--- src/rtl/down_counter.sv ---
// -----------------------------------------------------------------------------
// down_counter
//   Loadable down-counter / timer.
//   - A start value is accepted over a valid/ready load handshake.
//   - The count decrements on each enabled clock.
//   - tc pulses for one cycle at terminal count.
//   - done is a level that holds until it is acknowledged or a new load arrives.
//   Intended as the shared delay/timeout engine for sequencing logic.
//
// Optional feature (compile-time macro AUTO_RELOAD_EN):
//   When defined, the load value is also kept in a reload register.
//   At terminal count the counter reloads, stays in RUN and pulses tc, giving a
//   periodic tick. It then runs until abort or reset, and done stays low.
//   A load of 0 still goes straight to DONE.
//   When undefined, the counter is one-shot (RUN -> DONE).
//
// Parameters
//   WIDTH     bit width of ld_val and count
//
// Ports
//   clk       system clock, all logic on posedge
//   rst_n     synchronous active-low reset, priority over everything
//   ld_valid  load request, ld_val valid while high
//   ld_ready  load can be accepted (IDLE or DONE)
//   ld_val    unsigned start value
//   en        count enable
//   abort     cancel a running count (ignored outside RUN)
//   ack       clear done (a simultaneous load wins)
//   count     current count (registered)
//   busy      high in RUN
//   tc        one-cycle terminal-count pulse (registered)
//   done      high in DONE
// -----------------------------------------------------------------------------
module down_counter #(
    parameter int WIDTH = 8
) (
    input  logic             clk,
    input  logic             rst_n,
    input  logic             ld_valid,
    output logic             ld_ready,
    input  logic [WIDTH-1:0] ld_val,
    input  logic             en,
    input  logic             abort,
    input  logic             ack,
    output logic [WIDTH-1:0] count,
    output logic             busy,
    output logic             tc,
    output logic             done
);

    typedef enum logic [1:0] {
        S_IDLE = 2'd0,
        S_RUN  = 2'd1,
        S_DONE = 2'd2
    } state_t;

    state_t           state_reg, state_next;
    logic [WIDTH-1:0] count_reg, count_next;
    logic             tc_reg, tc_next;
`ifdef AUTO_RELOAD_EN
    logic [WIDTH-1:0] reload_reg, reload_next;
`endif

    // State register
    always_ff @(posedge clk) begin
        if (!rst_n) begin
            state_reg  <= S_IDLE;
            count_reg  <= '0;
            tc_reg     <= 1'b0;
`ifdef AUTO_RELOAD_EN
            reload_reg <= '0;
`endif
        end else begin
            state_reg  <= state_next;
            count_reg  <= count_next;
            tc_reg     <= tc_next;
`ifdef AUTO_RELOAD_EN
            reload_reg <= reload_next;
`endif
        end
    end

    // Next-state logic
    always_comb begin
        state_next  = state_reg;
        count_next  = count_reg;
        tc_next     = 1'b0;
`ifdef AUTO_RELOAD_EN
        reload_next = reload_reg;
`endif
        case (state_reg)
            S_IDLE, S_DONE: begin
                // A load takes priority over ack when both arrive in DONE.
                if (ld_valid) begin
`ifdef AUTO_RELOAD_EN
                    reload_next = ld_val;
`endif
                    if (ld_val != '0) begin
                        count_next = ld_val;
                        state_next = S_RUN;
                    end else begin
                        // A zero load is an immediate terminal count.
                        count_next = '0;
                        state_next = S_DONE;
                        tc_next    = 1'b1;
                    end
                end else if (state_reg == S_DONE && ack) begin
                    state_next = S_IDLE;
                end
            end
            S_RUN: begin
                if (abort) begin
                    count_next = '0;
                    state_next = S_IDLE;
                end else if (en) begin
                    if (count_reg > WIDTH'(1)) begin
                        count_next = count_reg - WIDTH'(1);
                    end else begin
                        // A count of 1 (or 0, unreachable in RUN) terminates,
                        // so the count can never wrap below zero.
                        tc_next = 1'b1;
`ifdef AUTO_RELOAD_EN
                        count_next = reload_reg;
`else
                        count_next = '0;
                        state_next = S_DONE;
`endif
                    end
                end
            end
            default: begin
                state_next = S_IDLE;
                count_next = '0;
            end
        endcase
    end

    // Output decode
    always_comb begin
        count    = count_reg;
        tc       = tc_reg;
        busy     = (state_reg == S_RUN);
        done     = (state_reg == S_DONE);
        ld_ready = (state_reg == S_IDLE) || (state_reg == S_DONE);
    end

endmodule

--- config.mk ---
export PLATFORM = sky130hd
export DESIGN_NAME = down_counter
export DESIGN_NICKNAME = d
export VERILOG_FILES = /design/src/rtl/down_counter.sv
export SDC_FILE = /design/constraint.sdc
export NUM_CORES = 1
export LEC_CHECK = 0
export CELL_PAD_IN_SITES_DETAIL_PLACEMENT = 0
export CELL_PAD_IN_SITES_GLOBAL_PLACEMENT = 1
export CORE_MARGIN = 2
export CORE_UTILIZATION = 31
export CTS_CLUSTER_DIAMETER = 100
export DETAILED_ROUTE_END_ITERATION = 8
export PLACE_DENSITY = 0.78
export SLEW_MARGIN = 10
export SYNTH_ARGS = -nofsm -noshare
export SYNTH_HDL_FRONTEND = slang
export SYNTH_SLANG_ARGS = --single-unit
export TNS_END_PERCENT = 20
--- constraint.sdc ---
create_clock -name clk -period 1.95 [get_ports clk]
set_input_delay 0.2925 -clock clk [delete_from_list [all_inputs] [get_ports clk]]
set_output_delay 0.2925 -clock clk [all_outputs]
set_load 0.02 [all_outputs]
# Yosys cells after proc, flatten, opt, wreduce, memory -nomap -nowiden
# Cells that the tools add are included.
[classes]
addsub = 1
multipliers = 0
div = 0
n_lt_le_gt_ge = 1
n_eq_ne = 6
shift = 0
muxes = 19
bitwise = 0
n_reduce_logical = 7
[ops]
columns = ["operator", "count"]
rows = [
  ["two-way mux 8 bit", 5],
  ["one-hot mux 8 bit (2 select lines)", 1],
  ["two-way mux 2 bit", 6],
  ["!= test 3 bit (second input constant)", 3],
  ["> comparator 8 x 1 -> 1 bit (second input constant)", 1],
  ["nonzero test 8 bit", 1],
  ["subtractor 8 x 1 -> 8 bit (second input constant)", 1],
  ["two-way mux 1 bit", 5],
  ["one-hot mux 2 bit (2 select lines)", 1],
  ["AND reduction 3 bit", 1],
  ["== test 2 x 1 -> 1 bit (second input constant)", 1],
  ["== test 2 bit (second input constant)", 1],
  ["logical NOT 2 bit", 1],
  ["!= test 2 bit (second input constant)", 1],
  ["one-hot mux 1 bit (2 select lines)", 1],
  ["AND reduction 2 bit", 1],
  ["OR reduction 2 bit", 1],
  ["logical AND 1 bit", 1],
  ["logical OR 1 bit", 1],
]
[totals]
ff_bits = 11
latch_bits = 0
ram_bits = 0
rom_bits = 0
inputBits = 14
output_inout_bits = 12
word_cells = 37
mem_count = 0

# Depth between registers and ports, before layout
# Gate-level depths: netlist of run 1.
[logic_depth]
ltp_word = 5
depth_mapped = 6
ltp_nobuf = 6

# Least setup slack after synthesis of run 1
# Ideal clock, no wire load.
[synth_path]
path_kind = "register to register"
startpoint = "reg count_reg[0], in the netlist count[0]"
endpoint = "reg count_reg[2], in the netlist count[2]"
setup_time_ns = 0.091
arrival_time_ns = 1.761
t_required_ns = 1.859
path_slack_ns = 0.098
path_stages_with_launch = 7
path_buffers = 0
period_less_slack_ns = 1.852
path_cell_list = "dfxtp_1 inv_1 ha_1 or2_2 a41oi_4 a222oi_1 a311oi_1"
[synth_via]
elab_chain_cells = 5
word_cells_on_any_way = 6
classes_between = "add/sub (1); order compare (1); mux (4)"
[synth_rtl]
columns = ["item", "line", "text"]
rows = [
  ["start: declaration", "58", "logic [WIDTH-1:0] count_reg, count_next;"],
  ["start signal: assignment", "75", "count_reg <= count_next;"],
  ["subtractor 8 x 1 -> 8 bit / > comparator 8 x 1 -> 1 bit (equally long branches)", "117, 116", ""],
  ["two-way mux 8 bit (*)", "116", "if (count_reg > WIDTH'(1)) begin"],
  ["two-way mux 8 bit (*)", "115", "end else if (en) begin"],
  ["two-way mux 8 bit (*)", "112", "if (abort) begin"],
  ["one-hot mux 8 bit (2 select lines) (*)", "91", "case (state_reg)"],
]
# Mark *: on every way between the ends. The rest lies on a longest branch, timed or not. The select of a mux whose other input is x is not followed.
# A chain may end at the register's enable or synchronous reset.

# Final worst setup path of run 1
[layout_path]
startpoint = "reg count_reg[0], in the netlist count[0]"
endpoint = "reg state_reg[1]"
[layout_via]
elab_chain_cells = 3
[layout_rtl]
columns = ["item", "line", "text"]
rows = [
  ["> comparator 8 x 1 -> 1 bit", "116", ""],
  ["!= test 3 bit (no source line)", "n/a", ""],
  ["AND reduction 3 bit (no source line)", "n/a", ""],
  ["end signal: assignment", "74", "state_reg <= state_next;"],
  ["end: declaration", "57", "state_t state_reg, state_next;"],
]
# No other way between the ends.

==> results.cfg, run 1 <==
[outcome]
status = complete, no violations

[setup_path]
critPathMaxFanout = 6
arrival_ns = 2.01
start_kind = flop
worst_path_max_delay_cell = dfxtp_2
cp.required_ns = 2.14
cp_top_family = compound AO/OA/AOI/OAI gates
cp.depth = 7
ff2ff_path_depth = 7
endpoint_kind = flop
path_cells = inv_1 > ha_1 > or2_2 > a41oi_4 > buf_4 > a21oi_1 > a211oi_1
path_buf_inv = 2
cp_slowest_stage_delay_ns = 0.38
path_class = flop to flop

[final_layout]
fillers = 249
layout-drive-gt1-share_pct = 11.6
register_area_um2 = 224
num_antenna_cells = 0
multi_input_area_um2 = 497
largest_reg_flops = 8
finish.utilization_pct = 48.1
nets = 138
areaGrowthSynthToFinish_pct = 42.7

[placement]
dp_slack_ns = -0.0815
globalplace.congestion = 0.817
placement.io_buffers = 25
place_hpwl_um = 1690

[sta]
finalWorstSetupSlack_ns = 0.128
clock.fmax_mhz = 549
report.final.hold_viol_count = 0
final-max-slew-violation-count = 0
fin_crit_ns = 1.82
fin_crit_sh_pct = 93.4
rsz0062_at_grt = false
setup_viol = 0
finClkSkew_ns = 0.00265
timing.hold.ws_ns = 0.517
slew_headroom_pct = 67.2
worst_pin_slew_ns = 0.488

[power_and_ir_drop]
power_frac_seq_pct = 37.1
p_sw_uw = 279
leakagePower_nw = 0.410
power.internal_uw = 487
switching_share_pct = 36.4
p_clk_share_pct = 21.3
total_power_uw = 766
comb_power_share_pct = 41.6
ir_drop_mv = 0.316
powerDensity_mw_per_mm2 = 707

[die]
die_w_um = 53.5
die-area_mm2 = 0.00286
die_y_um = 53.5
io_pins = 26
rows = 17
coreArea_mm2 = 0.00225
floorplan.initialDensity_pct = 33.7

[clocking]
cts.sinks = 11
ctsHoldBuffers = 0
tritoncts = done
insertion_delay_ns = 0.28
clk_path_buf_depth = 2
cts_max_level = 1
cts_made_buffers = 3
clk_pin_slew_ns = 0.07
root_buffer = clkbuf_4

[yosys]
synth_top_area_cell = dfxtp_1
yosys.cell_count.top_type = dfxtp_1
synth_cell_types = 43
synth_common_cells = dfxtp_1 (11), nand2_1 (8), nor2_1 (8)
syn_inst = 92
ys.flop_type = dfxtp_1
ys_async_sr_fraction_pct = 0
synth_edf_count = 0
ys_ff_latch = 11
synth_area_leaders = dfxtp_1 (29%), nand3_1 (4.0%), nand2_1 (4.0%)
synth.top_cell.area_share_pct = 29.0
syn_area_um2 = 759
yosys_warnings = 0
syn_area_per_cell_um2 = 8.26
ys_seq_area_share_pct = 29.0
syn_nets = 108

[run]
cap_viol_max_count = 0

[detailed_routing]
drc = 0
vias_per_cell = 5.71
drt-pass1-iter-count = 4
wl_per_cell_um = 15.2
postRouteAntennaNets = 0
drt_iter0_drc = 28
wl_um = 2260
num_vias = 851

[global_route]
grt_max_degree = 11
grt_use_total_pct = 18.1
grt_pass1_vias = 839
antenna_found_initial = 0
grt_pass1_wl_um = 3730
grt_overflow = 0

[min_path]
hold_class = flop to flop
min_path_cells = 2
## final timing paths
path                  end  startpoint  slack (ns)
max          state_reg[1]    count[0]        0.13
min              count[1]    count[1]        0.52
max reg2reg  state_reg[1]    count[0]        0.13
min reg2reg      count[1]    count[1]        0.52
## power groups by stage
stage          registers, mW  clock network, mW  logic, mW
2_1_floorplan          0.292                  0      0.188
3_3_place_gp           0.287                  0      0.315
3_5_place_dp           0.287                  0      0.316
4_1_cts                0.282              0.163      0.318
5_1_grt                0.289              0.184      0.346
6_report               0.284              0.163      0.319
## per-layer routing
layer  GRT usage [%]  part of all wire [%]  vias to the layer above
met4            6.41                   1.3                        0
li1                -                     -                      420
met3            3.95                   8.1                        5
met1            22.6                    45                      391
met5               0                     0                        -
met2            30.2                    45                       35
## placed cells by master, fill, tap and decap left out, types with 2 or more instances in the layout
| cell type | instances |
|---|---|
| a22oi_1 | 3 |
| a222oi_1 | 2 |
| buf_4 | 4 |
| a2bb2oi_1 | 2 |
| o31ai_1 | 2 |
| dfxtp_2 | 3 |
| nand3_1 | 6 |
| a21oi_1 | 3 |
| o22ai_1 | 2 |
| or4_1 | 2 |
| o21ai_0 | 3 |
| and2b_1 | 2 |
| a21o_1 | 2 |
| ha_1 | 2 |
| inv_1 | 4 |
| nor3_1 | 3 |
| clkbuf_4 | 3 |
| nand2_1 | 8 |
| dfxtp_1 | 8 |
| nor2_1 | 8 |
| clkdlybuf4s50_1 | 24 |
## per-stage QoR
step           instances  TNS [ns]  cell area (um^2)
2_1_floorplan         92         0               759
3_3_place_gp         144   -0.0731              1040
3_5_place_dp         144   -0.0815              1040
4_1_cts              148         0              1070
5_1_grt              149         0              1080
6_report             149         0              1080
## tightest hold or removal path, cell delays in order, from the launching register on
cell	delay, ns
dfxtp_2	0.35
nand3_1	0.06
o21ai_0	0.07
## final cells by class
cell class | count | area share [%]
clock buffer | 4 | 2.42
inverter | 5 | 1.73
multi-input combinational | 72 | 45.8
sequential | 11 | 20.7
tap | 28 | 3.23
timing repair buffer | 29 | 26.1
## cells by family after synthesis
family | synth area share [%]
simple gates | 25.0
compound gates | 34.8
flops | 29.0
buf+inv | 5.60
xor+xnor | 2.31
fa+ha+maj | 3.29
## repair_timing
item                                    4_1_cts  5_1_grt
gates resized for setup                       0        4
setup buffers                                 0        1
endpoints found under the setup margin        0        2
Power figures use the tool's default switching activity.
==> inputs of run 2 (changes only) <==
- CAP_MARGIN: not set -> 25
==> results of run 2 <==
No change in the layout: final DEF, timing and power equal those of run 1.
==> inputs of run 3 (changes only) <==
- CORE_ASPECT_RATIO: not set -> 0.7
- CORE_MARGIN: 2 -> not set
==> run 3 against run 2 <==
Flip-flop and latch count unchanged; die area decreased by 7.2%; non-clock buffer count increased by 3; fmax decreased by 1.0%; combinational power increased by 5%; setup slack got worse by 0.019 ns; sequential share of layout area decreased by 0.65 points; routed wire length decreased by 4.3%; clock power about the same; clock-buffer cell count unchanged; critical path type is now flop to output port; largest cell class unchanged; largest power group unchanged.
==> results.cfg, run 3 (same netlist as run 1, synthesis figures left out) <==
[final_layout]
final_common_cell = clkdlybuf4s50_1
fillers = 225
nets = 141
num_antenna_cells = 0
final_cell_area_mm2 = 0.00111
final_cell_mix = clkdlybuf4s50_1 (25), dfxtp_1 (10), nor2_1 (8), nand2_1 (8), buf_4 (7)
areaGrowthSynthToFinish_pct = 45.6
largest_reg_flops = 8
layout-drive-gt1-share_pct = 12.1

[sta]
fin_crit_sh_pct = 94.4
timing.hold.ws_ns = 0.544
final-max-slew-violation-count = 0
clock.fmax_mhz = 543
setup_viol = 0
fin_crit_ns = 1.84
report.final.hold_viol_count = 0
worst_pin_slew_ns = 0.404
finClkSkew_ns = 0.00127
slew_headroom_pct = 73.0
rsz0062_at_grt = false

[die]
die-area_mm2 = 0.00265
io_pins = 26
floorplan.initialDensity_pct = 34.1
die_y_um = 43.4
die_w_um = 61.2
rows = 14
coreArea_mm2 = 0.00222

[detailed_routing]
wl_per_cell_um = 13.9
drc = 0
vias_per_cell = 5.35
postRouteAntennaNets = 0
wl_um = 2160
num_vias = 834
drt-pass1-iter-count = 4
drt_iter0_drc = 52

[setup_path]
cp_top_family = buffers and inverters
path_cells = nor2b_1 > clkdlybuf4s50_1
start_kind = flop
worst_path_max_delay_cell = clkdlybuf4s50_1
path_class = flop to output port
path_buf_inv = 1
cp.required_ns = 1.66
endpoint_kind = output port
cp_slowest_stage_delay_ns = 0.64
critPathMaxFanout = 10
arrival_ns = 1.55

[placement]
place_area_mm2 = 0.00108
globalplace.congestion = 0.819
placement.io_buffers = 25
place_hpwl_um = 1670

[run]
cap_viol_max_count = 0

[clocking]
post_cts_buffers = 0
root_buffer = clkbuf_4
cts_made_buffers = 3
cts.sinks = 11
clk_pin_slew_ns = 0.07
ctsHoldBuffers = 0
insertion_delay_ns = 0.28
cts_max_level = 1
clk_path_buf_depth = 2
tritoncts = done

[power_and_ir_drop]
powerDensity_mw_per_mm2 = 703
ir_drop_mv = 0.292
leakagePower_nw = 0.409

[min_path]
hold_class = flop to flop

[global_route]
grt_pass1_wl_um = 3740
antenna_found_initial = 0
grt_overflow = 0
grt_pass1_vias = 788
grt_max_degree = 11
grt_use_total_pct = 19.5

[outcome]
status = complete, no violations
-- run 3: cell count changes in the layout (fill, tap and decap cells not counted), sizes merged --
cell | previous run | this run
dlymetal6s2s | 1 | 0
buf | 4 | 7
clkdlybuf4s50 | 24 | 25
-- run 3: path summary, 6_finish.rpt --
| kind | endpoint | slack (ns) | cells past startpoint | from |
|---|---|---|---|---|
| worst max-delay path | busy | 0.11 | 2 | state_reg[0] |
| worst min-delay path | count[0] | 0.54 | 2 | count[0] |
| worst max register to register | count[2] | 0.13 | 6 | count[0] |
| worst min register to register | count[0] | 0.54 | 2 | count[0] |
-- run 3: final cells by class --
class / instances / area, um^2 / share of cell area, %
Clock buffer: 4 / 26.3 / 2.38
Tap cell: 32 / 40.0 / 3.62
Sequential cell: 11 / 221 / 20.0
Inverter: 5 / 18.8 / 1.70
Multi-Input combinational cell: 72 / 497 / 44.9
Timing Repair Buffer: 32 / 303 / 27.4
-- run 3: repair_timing --
item / CTS / global route
setup endpoints to repair: 0 / 1
endpoints found under the hold margin: 0 / 0
resized for setup: 0 / 1
-- run 3: power breakdown --
| group | total [mW] | switching, mW | internal (mW) |
|---|---|---|---|
| Sequential | 0.278 | 0.0313 | 0.246 |
| Combinational | 0.335 | 0.166 | 0.169 |
| Clock | 0.165 | 0.0853 | 0.0795 |
-- run 3: tightest hold or removal path, stage by stage (launching register included) --
cell and delay (ns):
dfxtp_1 0.31, inv_1 0.09, o32ai_1 0.09
-- run 3: through the flow --
stage                     setup TNS, ns  total power, mW  cells  setup slack [ns]  utilization [%]
after floorplan                       0            0.480     92            0.0976                -
after global placement         -0.00479            0.616    152          -0.00479             48.5
after detailed placement              0            0.612    152            0.0117             48.5
after CTS                             0            0.781    156            0.0166             49.7
after global routing                  0            0.834    156            0.0100             49.7
final                                 0            0.777    156             0.109             49.7
-- run 3: layer usage --
layer | routed length, um | track usage [%] | part of all wire, %
met5 | 0 | 0 | 0
met3 | 175 | 6.57 | 8.1
met1 | 1150 | 30.7 | 53
met4 | 8 | 4.55 | 0.37
met2 | 828 | 24.8 | 38
